--- config.mk ---
export PLATFORM = sky130hd
export DESIGN_NAME = uart_tx_cfg
export DESIGN_NICKNAME = d
export VERILOG_FILES = /design/src/rtl/uart_tx_cfg.sv
export SDC_FILE = /design/constraint.sdc
export NUM_CORES = 1
export LEC_CHECK = 0
export BUFFER_PORTS_ARGS = -buffer_cell sky130_fd_sc_hd__buf_4
export CAP_MARGIN = 20
export CORE_UTILIZATION = 55
export DETAILED_ROUTE_END_ITERATION = 6
export PLACE_DENSITY = 0.72
export SLEW_MARGIN = 20
export SYNTH_ARGS = -nofsm -noshare
export SYNTH_HDL_FRONTEND = slang
export SYNTH_SLANG_ARGS = --single-unit
--- constraint.sdc ---
create_clock -name clk -period 3.1 [get_ports clk]
set_input_delay 0.62 -clock clk [delete_from_list [all_inputs] [get_ports clk]]
set_output_delay 0.62 -clock clk [all_outputs]
set_load 0.05 [all_outputs]
--- src/rtl/uart_tx_cfg.sv ---
// UART transmitter with a small push FIFO; data length, parity and stop bits are latched per frame.
// States: IDLE line idle | START start bit | DATA data bits | PARITY parity bit | STOP stop bit(s)
module uart_tx_cfg #(
  parameter int DATA_W     = 8,
  parameter int OVERSAMPLE = 16,
  parameter int FIFO_DEPTH = 4
) (
  input  logic                         clk,
  input  logic                         reset,
  input  logic                         timer_done,
  input  logic                         wr_en,
  input  logic [DATA_W-1:0]            data_in,
  input  logic                         tx_enable,
  input  logic [$clog2(DATA_W+1)-1:0]  data_len,
  input  logic [1:0]                   parity_mode,
  input  logic                         stop_bits,
  output logic                         data_out,
  output logic                         tx_done,
  output logic                         busy,
  output logic                         fifo_full,
  output logic                         fifo_empty,
  output logic                         overflow
);
  localparam int LW = $clog2(DATA_W + 1);
  localparam int TW = $clog2(OVERSAMPLE);
  localparam int AW = $clog2(FIFO_DEPTH);
  localparam logic [LW-1:0] LEN_MAX   = LW'(DATA_W);
  localparam logic [TW-1:0] TICK_LOAD = TW'(OVERSAMPLE - 1);
  localparam logic [AW:0]   DEPTH_V   = (AW+1)'(FIFO_DEPTH);

  typedef enum logic [2:0] {S_IDLE, S_START, S_DATA, S_PARITY, S_STOP} state_t;

  logic [DATA_W-1:0] r_mem [FIFO_DEPTH];
  logic [AW-1:0]     r_wr_ptr, r_rd_ptr;
  logic [AW:0]       r_count;
  logic              r_overflow;
  logic              w_push, w_pop, w_load;

  state_t            r_state, w_state_nxt;
  logic [TW-1:0]     r_tick, w_tick_nxt;
  logic [LW-1:0]     r_bits_left, w_bits_left_nxt;
  logic [DATA_W-1:0] r_shift, w_shift_nxt;
  logic              r_par, w_par_nxt;
  logic [1:0]        r_pmode, w_pmode_nxt;
  logic              r_stop2, w_stop2_nxt;
  logic              r_data_out, w_data_out_nxt;
  logic              r_tx_done, w_tx_done_nxt;
  logic              w_bit_end, w_can_load, w_par_on;
  logic [LW-1:0]     w_len_eff;

  assign fifo_full  = (r_count == DEPTH_V);
  assign fifo_empty = (r_count == '0);
  assign w_push     = wr_en && !fifo_full;

  always_ff @(posedge clk or posedge reset) begin
    if (reset) begin
      r_wr_ptr   <= '0;
      r_rd_ptr   <= '0;
      r_count    <= '0;
      r_overflow <= 1'b0;
    end else begin
      r_overflow <= wr_en && fifo_full;
      if (w_push) r_wr_ptr <= r_wr_ptr + AW'(1);
      if (w_pop)  r_rd_ptr <= r_rd_ptr + AW'(1);
      case ({w_push, w_pop})
        2'b10:   r_count <= r_count + 1'b1;
        2'b01:   r_count <= r_count - 1'b1;
        default: r_count <= r_count;
      endcase
    end
  end

  always_ff @(posedge clk) begin
    if (w_push) r_mem[r_wr_ptr] <= data_in;
  end

  assign w_len_eff  = (data_len == '0 || data_len > LEN_MAX) ? LEN_MAX : data_len;
  assign w_bit_end  = timer_done && (r_tick == '0);
  assign w_can_load = tx_enable && !fifo_empty;
  assign w_par_on   = r_pmode[0] ^ r_pmode[1];

  always_comb begin
    w_state_nxt     = r_state;
    w_tick_nxt      = r_tick;
    w_bits_left_nxt = r_bits_left;
    w_shift_nxt     = r_shift;
    w_par_nxt       = r_par;
    w_pmode_nxt     = r_pmode;
    w_stop2_nxt     = r_stop2;
    w_data_out_nxt  = r_data_out;
    w_tx_done_nxt   = 1'b0;
    w_load          = 1'b0;
    w_pop           = 1'b0;
    if (r_state != S_IDLE && timer_done)
      w_tick_nxt = (r_tick == '0) ? TICK_LOAD : r_tick - 1'b1;
    case (r_state)
      S_IDLE: begin
        w_data_out_nxt = 1'b1;
        if (w_can_load) w_load = 1'b1;
      end
      S_START: if (w_bit_end) begin
        w_state_nxt    = S_DATA;
        w_data_out_nxt = r_shift[0];
      end
      S_DATA: if (w_bit_end) begin
        w_par_nxt       = r_par ^ r_shift[0];
        w_shift_nxt     = r_shift >> 1;
        w_bits_left_nxt = r_bits_left - 1'b1;
        if (r_bits_left == LW'(1)) begin
          if (w_par_on) begin
            w_state_nxt    = S_PARITY;
            w_data_out_nxt = w_par_nxt ^ r_pmode[1];
          end else begin
            w_state_nxt     = S_STOP;
            w_data_out_nxt  = 1'b1;
            w_bits_left_nxt = LW'(r_stop2);
          end
        end else begin
          w_data_out_nxt = r_shift[1];
        end
      end
      S_PARITY: if (w_bit_end) begin
        w_state_nxt     = S_STOP;
        w_data_out_nxt  = 1'b1;
        w_bits_left_nxt = LW'(r_stop2);
      end
      // bits_left counts extra stop periods still owed
      S_STOP: if (w_bit_end) begin
        if (r_bits_left != '0) begin
          w_bits_left_nxt = r_bits_left - 1'b1;
        end else begin
          w_tx_done_nxt = 1'b1;
          if (w_can_load) w_load = 1'b1;
          else            w_state_nxt = S_IDLE;
        end
      end
      default: w_state_nxt = S_IDLE;
    endcase
    if (w_load) begin
      w_pop           = 1'b1;
      w_state_nxt     = S_START;
      w_data_out_nxt  = 1'b0;
      w_shift_nxt     = r_mem[r_rd_ptr];
      w_bits_left_nxt = w_len_eff;
      w_par_nxt       = 1'b0;
      w_pmode_nxt     = parity_mode;
      w_stop2_nxt     = stop_bits;
      w_tick_nxt      = TICK_LOAD;
    end
  end

  always_ff @(posedge clk or posedge reset) begin
    if (reset) begin
      r_state     <= S_IDLE;
      r_tick      <= '0;
      r_bits_left <= '0;
      r_shift     <= '0;
      r_par       <= 1'b0;
      r_pmode     <= 2'b00;
      r_stop2     <= 1'b0;
      r_data_out  <= 1'b1;
      r_tx_done   <= 1'b0;
    end else begin
      r_state     <= w_state_nxt;
      r_tick      <= w_tick_nxt;
      r_bits_left <= w_bits_left_nxt;
      r_shift     <= w_shift_nxt;
      r_par       <= w_par_nxt;
      r_pmode     <= w_pmode_nxt;
      r_stop2     <= w_stop2_nxt;
      r_data_out  <= w_data_out_nxt;
      r_tx_done   <= w_tx_done_nxt;
    end
  end

  assign data_out = r_data_out;
  assign tx_done  = r_tx_done;
  assign busy     = (r_state != S_IDLE);
  assign overflow = r_overflow;
endmodule

==> results.yml, run 1 <==
status:
  outcome: "finished, final reports clean"
timing:
  final_max_slew_viol_count: 0
  finalSetupViolations: 0
  period_needed_ps: 2640
  hold_viol_final: 0
  rsz0062_at_grt: "no"
  finClkSkew_ps: 4.81
  min_period_over_period_pct: 85.1
  max_freq_mhz: 379
  timing.setup.tns_ps: 0
  tightest_slew_ps: 569
  slew_headroom_pct: 62.0
yosys:
  synthArstFlopShare_pct: 50.8
  synthMuxAreaShare_pct: 8.70
  synth.area.top_cells: "edfxtp_1 (31%), dfrtp_1 (26%), mux4_2 (5.8%), ha_1 (4.0%), nand2_1 (3.2%)"
  synthCells: 252
  synth_edf_count: 32
  synthSimpleGateAreaFrac_pct: 12.7
  yosys_register_bits: 65
  synth_top_family_by_area: "simple AND/OR/NAND/NOR gates"
  syn_nets: 283
  synth_common_cells: "dfrtp_1 (32), edfxtp_1 (32), nand2_1 (27), inv_1 (16), o21ai_0 (12)"
  synth-compound-area-share_pct: 9.30
  synth_top_flop_cell: "edfxtp_1"
  synth_top_cell_area_share_pct: 30.8
  seq_area_frac_synth_pct: 57.3
  synth_top_area_cell: "edfxtp_1"
  synthAdderAreaFrac_pct: 4.65
  ys_types: 52
  yosysWarnings: 0
  syn_area_per_cell_um2: 12.4
  synthXorXnorAreaFrac_pct: 2.81
  syn_area_um2: 3120
finish:
  fill_cells: 438
  final_nets: 313
  regArea_um2: 1790
  multi_input_area_um2: 1200
  area_growth_pct: 14.8
  drive_gt1_share_pct: 21.3
  final_cells: 359
  num_antenna_cells: 0
floorplan:
  die_height_um: 77.3
  dieArea_um2: 5980
  start_util_pct: 57.0
  core_region_area_um2: 5470
  pin_count: 26
  die_w_um: 77.3
  core.rowCount: 27
route:
  drtAntennaViolNets: 0
  drt_pass1_iterations: 4
  num_vias: 1960
  drtIter0Drc: 83
  wl_per_cell_um: 14.5
  drc: 0
  vias_per_cell: 5.46
  routed_wl_um: 5200
clock_tree:
  cts_tree: "yes"
  cts-root-buf: "clkbuf_8"
  htreeDepth: 3
  ctsResizeCount: 0
  cts_buffer_depth: 2
  hold_buffers: 0
  clock-sinks: 65
  clk_pin_slew_ps: 70
  cts_buffers: 9
  postCtsSetupBuffers: 0
  insertion_delay_ps: 330
setup_path:
  crit_family: "adder cells"
  worstPathCellList: "inv_1 > ha_1 > nor4bb_1 > buf_4 > nand3_2 > a21o_1 > clkinv_4 > ha_1 > inv_1 > fa_1 > xor2_1 > nor2_1 > xor2_1"
  timing.critical_path.arrival_ps: 2900
  cp_max_fo: 8
  startpoint_type: "flip-flop"
  ff2ff_path_depth: 13
  critPathMaxStageDelay_ps: 410
  crit_slowest_cell: "dfrtp_1"
  worst-path-buf-inv: 4
  critPathKind: "reg2reg"
  crit_cells: 13
  critPathRequiredTime_ps: 3360
  worstSetupEndpointType: "flip-flop"
pwr:
  p_leak_nw: 1.49
  p_per_area_nw_per_um2: 945
  ir_worst_vdd_mv: 0.561
  power_mw: 3.39
global_routing:
  gr-total-overflow: 0
  grt_usage_pct: 19.4
  grt_pass1_vias: 1949
  grt_max_degree: 34
  grt_pass1_wl_um: 8790
  antenna_found_initial: 0
placement:
  routabilityCongestion: 0.836
  post-dp-hpwl_um: 3570
  port_buffers: 25
  place_inst: 343
run:
  timing.max_cap.violations: 0
min_path:
  worstHoldPathType: "in2async"
cells in the final DEF (no fill, tap or decap), drive strengths merged, types with 3 or more instances in the layout:
| cell | Yosys | routed |
|---|---|---|
| and3 | 6 | 6 |
| nand2b | 4 | 4 |
| edfxtp | 32 | 32 |
| a21oi | 7 | 7 |
| inv | 16 | 17 |
| o21ai | 12 | 12 |
| clkbuf | 4 | 9 |
| nand3 | 3 | 3 |
| xor2 | 4 | 4 |
| mux4 | 8 | 8 |
| xnor2 | 6 | 6 |
| nand2 | 27 | 27 |
| dfrtp | 32 | 32 |
| a21o | 5 | 5 |
| nor3 | 8 | 8 |
| clkinv | 1 | 3 |
| buf | 7 | 30 |
| nor2b | 5 | 5 |
| ha | 10 | 10 |
| nor2 | 12 | 12 |
| o22ai | 3 | 3 |
| mux2i | 8 | 8 |
| a22o | 3 | 3 |
logic make-up after synthesis:
logic type               count (synthesis)
flip-flops                              65
buffers and inverters                   28
XOR/XNOR                                10
AO/OA/AOI/OAI                           44
adder cells (fa/ha/maj)                 11
AND/OR/NAND/NOR                         77
multiplexers                            17
layout make-up:
cell class              count  area share, %
well taps                  72           2.51
multi-input cells         159           33.4
flip-flops and latches     65           49.9
clock buffers               9           3.46
clock inverters             7           2.58
inverters                  17           1.92
repair buffers             30           6.28
worst paths after layout:
check	to	start	slack (ps)
setup / recovery	r_count[2]	r_tick[0]	460
hold / removal	r_state[1]	reset	380
setup reg to reg	r_count[2]	r_tick[0]	460
max in group asynchronous	data_out	reset	2400
hold reg to reg	r_stop2	r_stop2	490
min in group clk	r_pmode[1]	parity_mode[1]	470
per-stage QoR:
step                util (%)  setup WS, ps  instance area [µm²]  hold WS (ps)
CTS                     65.5           453                 3580           379
detailed placement      61.5           480                 3370           475
finish                  65.5           461                 3580           379
global route            65.5           191                 3580           399
global placement        61.5           532                 3370           458
floorplan                  -           329                 3130           445
worst register-to-register path: cells and delay by family (launching register included):
family / cells / cell delay (ps)
AOI/OAI and AO/OA: 1 / 230
and+or+nand+nor: 3 / 500
DFF: 1 / 410
adders and majority gates: 3 / 720
xor gates and xnor gates: 2 / 290
buffers and inverters: 4 / 420
routing by layer:
layer  up-vias  GRT usage (%)  routed length (µm)
met5         -              0                   0
met4         0           7.36                  42
met3         5           5.41                 216
met2        35           32.2                2540
met1       950           24.2                2400
li1        970              -                   -
state kept, by name, indices dropped and copies added (netlist names):
name and count:
r_count 3, r_pmode 2, r_wr_ptr 2, r_state 3, r_par 1, r_tick 4, r_shift 8, r_bits_left 4
r_mem 32, r_rd_ptr 2, r_stop2 1, data_out 1, tx_done 1, overflow 1
power breakdown:
| part | switching (mW) | internal (mW) |
|---|---|---|
| logic | 0.604 | 0.531 |
| clock network | 0.332 | 0.451 |
| registers | 0.272 | 1.20 |
Note: power is estimated with default switching activity, not from simulation.
==> run 2, diff against run 1 <==
--- a/config.mk
+++ b/config.mk
@@ -5,11 +5,13 @@
 export SDC_FILE = /design/constraint.sdc
 export NUM_CORES = 1
 export LEC_CHECK = 0
+export ABC_CLOCK_PERIOD_IN_PS = 2400
 export BUFFER_PORTS_ARGS = -buffer_cell sky130_fd_sc_hd__buf_4
 export CAP_MARGIN = 20
-export CORE_UTILIZATION = 55
+export CORE_UTILIZATION = 53
 export DETAILED_ROUTE_END_ITERATION = 6
-export PLACE_DENSITY = 0.72
+export MAX_ROUTING_LAYER = met4
+export PLACE_DENSITY = 0.73
 export SLEW_MARGIN = 20
 export SYNTH_ARGS = -nofsm -noshare
 export SYNTH_HDL_FRONTEND = slang
==> constraint.sdc (replaced) <==
create_clock -name clk -period 2.4 [get_ports clk]
set_input_delay 0.48 -clock clk [delete_from_list [all_inputs] [get_ports clk]]
set_output_delay 0.48 -clock clk [all_outputs]
set_load 0.05 [all_outputs]
==> run 2 against run 1 <==
Maximum frequency increased by 15%; power increased by 35%; sequential cell count unchanged; sequential share of layout area decreased by 1.4 points; sequential power increased by 27%; cell area increased by 2.9%; via count increased by 2.9%; largest cell class unchanged.
==> results.yml, run 2 (synthesis results as in run 1) <==
setup_path:
  cp_max_fo: 3
  worstPathCellList: "inv_2 > ha_4 > nor4bb_4 > buf_4 > nand3_4 > a21o_1 > clkinv_4 > ha_4 > inv_2 > fa_2 > xor2_1 > nor2_1 > xor2_1"
  ff2ff_path_depth: 13
  critPathKind: "reg2reg"
  critPathMaxStageDelay_ps: 410
  startpoint_type: "flip-flop"
  crit_slowest_cell: "dfrtp_1"
  worstSetupEndpointType: "flip-flop"
  timing.critical_path.arrival_ps: 2560
  critPathRequiredTime_ps: 2670
placement:
  routabilityCongestion: 0.818
  place_ws_ps: 58.2
  place_inst: 347
  port_buffers: 25
  post-dp-hpwl_um: 3870
finish:
  final_common_cell: "buf_4"
  final_cells: 364
  fill_cells: 436
  final_nets: 318
  largest-register: "r_mem"
  final_cell_mix: "buf_4 (35), dfrtp_1 (32), edfxtp_1 (32), nand2_1 (27), inv_1 (13)"
  drive_gt1_share_pct: 25.3
  top_regs: "r_mem x32, r_shift x8"
  largest_reg_flops: 32
  num_antenna_cells: 0
  area_growth_pct: 18.2
global_routing:
  gr-total-overflow: 0
  grt_usage_pct: 20.9
  grt_pass1_wl_um: 9360
  grt_max_degree: 34
  antenna_found_initial: 0
  grt_pass1_vias: 1999
pwr:
  p_comb_share_pct: 36.0
  p_int_mw: 2.90
  p_sw_share_pct: 36.5
  ir_worst_vdd_mv: 0.598
  p_per_area_nw_per_um2: 1240
  clock_power_share_pct: 23.0
  p_seq_share_pct: 41.0
  p_leak_nw: 1.54
  switching_power_mw: 1.66
status:
  outcome: "finished, final reports clean"
floorplan:
  die_w_um: 78.7
  die_height_um: 78.7
  start_util_pct: 55.7
  pin_count: 26
  core.rowCount: 27
  core_region_area_um2: 5610
  dieArea_um2: 6200
route:
  drtAntennaViolNets: 0
  wl_per_cell_um: 15.4
  drt_pass1_iterations: 4
  drc: 0
  dr_wl_met2_um: 2750
  num_vias: 2016
  vias_per_cell: 5.54
  routed_wl_um: 5610
  drtIter0Drc: 142
  top_layer: "met4"
  met1Wirelength_um: 2570
  wl_met3_um: 212
clock_tree:
  cts_buffers: 9
  cts_buffer_depth: 2
  cts-root-buf: "clkbuf_8"
  cts_tree: "yes"
  clock-sinks: 65
  htreeDepth: 3
  clk_pin_slew_ps: 80
  insertion_delay_ps: 340
run:
  timing.max_cap.violations: 0
timing:
  finalSetupViolations: 0
  final_max_slew_viol_count: 0
  max_freq_mhz: 437
  hold_viol_final: 0
  min_period_over_period_pct: 95.3
  period_needed_ps: 2290
  tightest_slew_ps: 474
  postLayoutSetupSlackWorst_ps: 113
  slew_headroom_pct: 68.4
  finClkSkew_ps: 8.17
min_path:
  worstHoldPathType: "in2async"
run 2: cell types whose count changed in the layout (fill, tap and decap cells not counted), sizes merged:
cell,previous run,this run
buf,30,35
run 2: power groups by stage:
| stage | combinational [mW] | clock [mW] | sequential [mW] |
|---|---|---|---|
| finish | 1.65 | 1.05 | 1.87 |
| floorplan | 1.32 | 0 | 1.79 |
| CTS | 1.64 | 1.06 | 1.87 |
| global placement | 1.58 | 0 | 1.87 |
| global route | 1.84 | 1.11 | 1.93 |
| detailed placement | 1.63 | 0 | 1.89 |
run 2: worst paths after layout:
check	slack [ps]	from	end
worst max-delay path	110	r_tick[0]	r_count[2]
worst min-delay path	230	reset	overflow
worst max register to register	110	r_tick[0]	r_count[2]
worst min register to register	490	r_shift[4]	r_shift[4]
max in group asynchronous	1830	reset	data_out
min in group clk	330	parity_mode[1]	r_pmode[1]
run 2: final cells by class:
type	count	area (µm²)	share of cell area [%]
Clock buffer	9	124	3.36
Clock inverter	7	104	2.81
Inverter	17	68.8	1.87
Multi-Input combinational cell	159	1250	33.9
Sequential cell	65	1790	48.5
Tap cell	72	90.1	2.44
Timing Repair Buffer	35	263	7.12
run 2: layer usage:
layer / GRT usage (%) / vias to the layer above
li1: - / 973
met1: 26.4 / 995
met2: 33.1 / 41
met3: 4.25 / 7
met4: 8.89 / 0
met5: - / -
run 2: what timing repair did:
item / CTS / global route
endpoints found under the setup margin: 0 / 1
buffers inserted: 0 / 1
resized for setup: 0 / 3
hold buffers: 0 / 0
run 2: per-stage QoR:
| stage | utilization, % | hold WS [ps] | power [mW] | TNS, ps | area [µm²] |
|---|---|---|---|---|---|
| finish | 65.8 | 230 | 4.57 | 0 | 3690 |
| global route | 65.8 | 282 | 4.88 | -11.0 | 3690 |
| CTS | 65.3 | 237 | 4.57 | 0 | 3660 |
| detailed placement | 61.2 | 472 | 3.52 | 0 | 3430 |
| global placement | 61.2 | 466 | 3.45 | 0 | 3430 |
| floorplan | - | 445 | 3.11 | -212 | 3160 |
run 2: critical path, delay by kind of cell, from the launching register on:
kind / cells / cell delay [ps]
XOR/XNOR: 2 / 290
AO/OA/AOI/OAI: 1 / 210
AND/OR/NAND/NOR: 3 / 360
adder cells (fa/ha/maj): 3 / 590
flip-flops: 1 / 410
buffers and inverters: 4 / 360
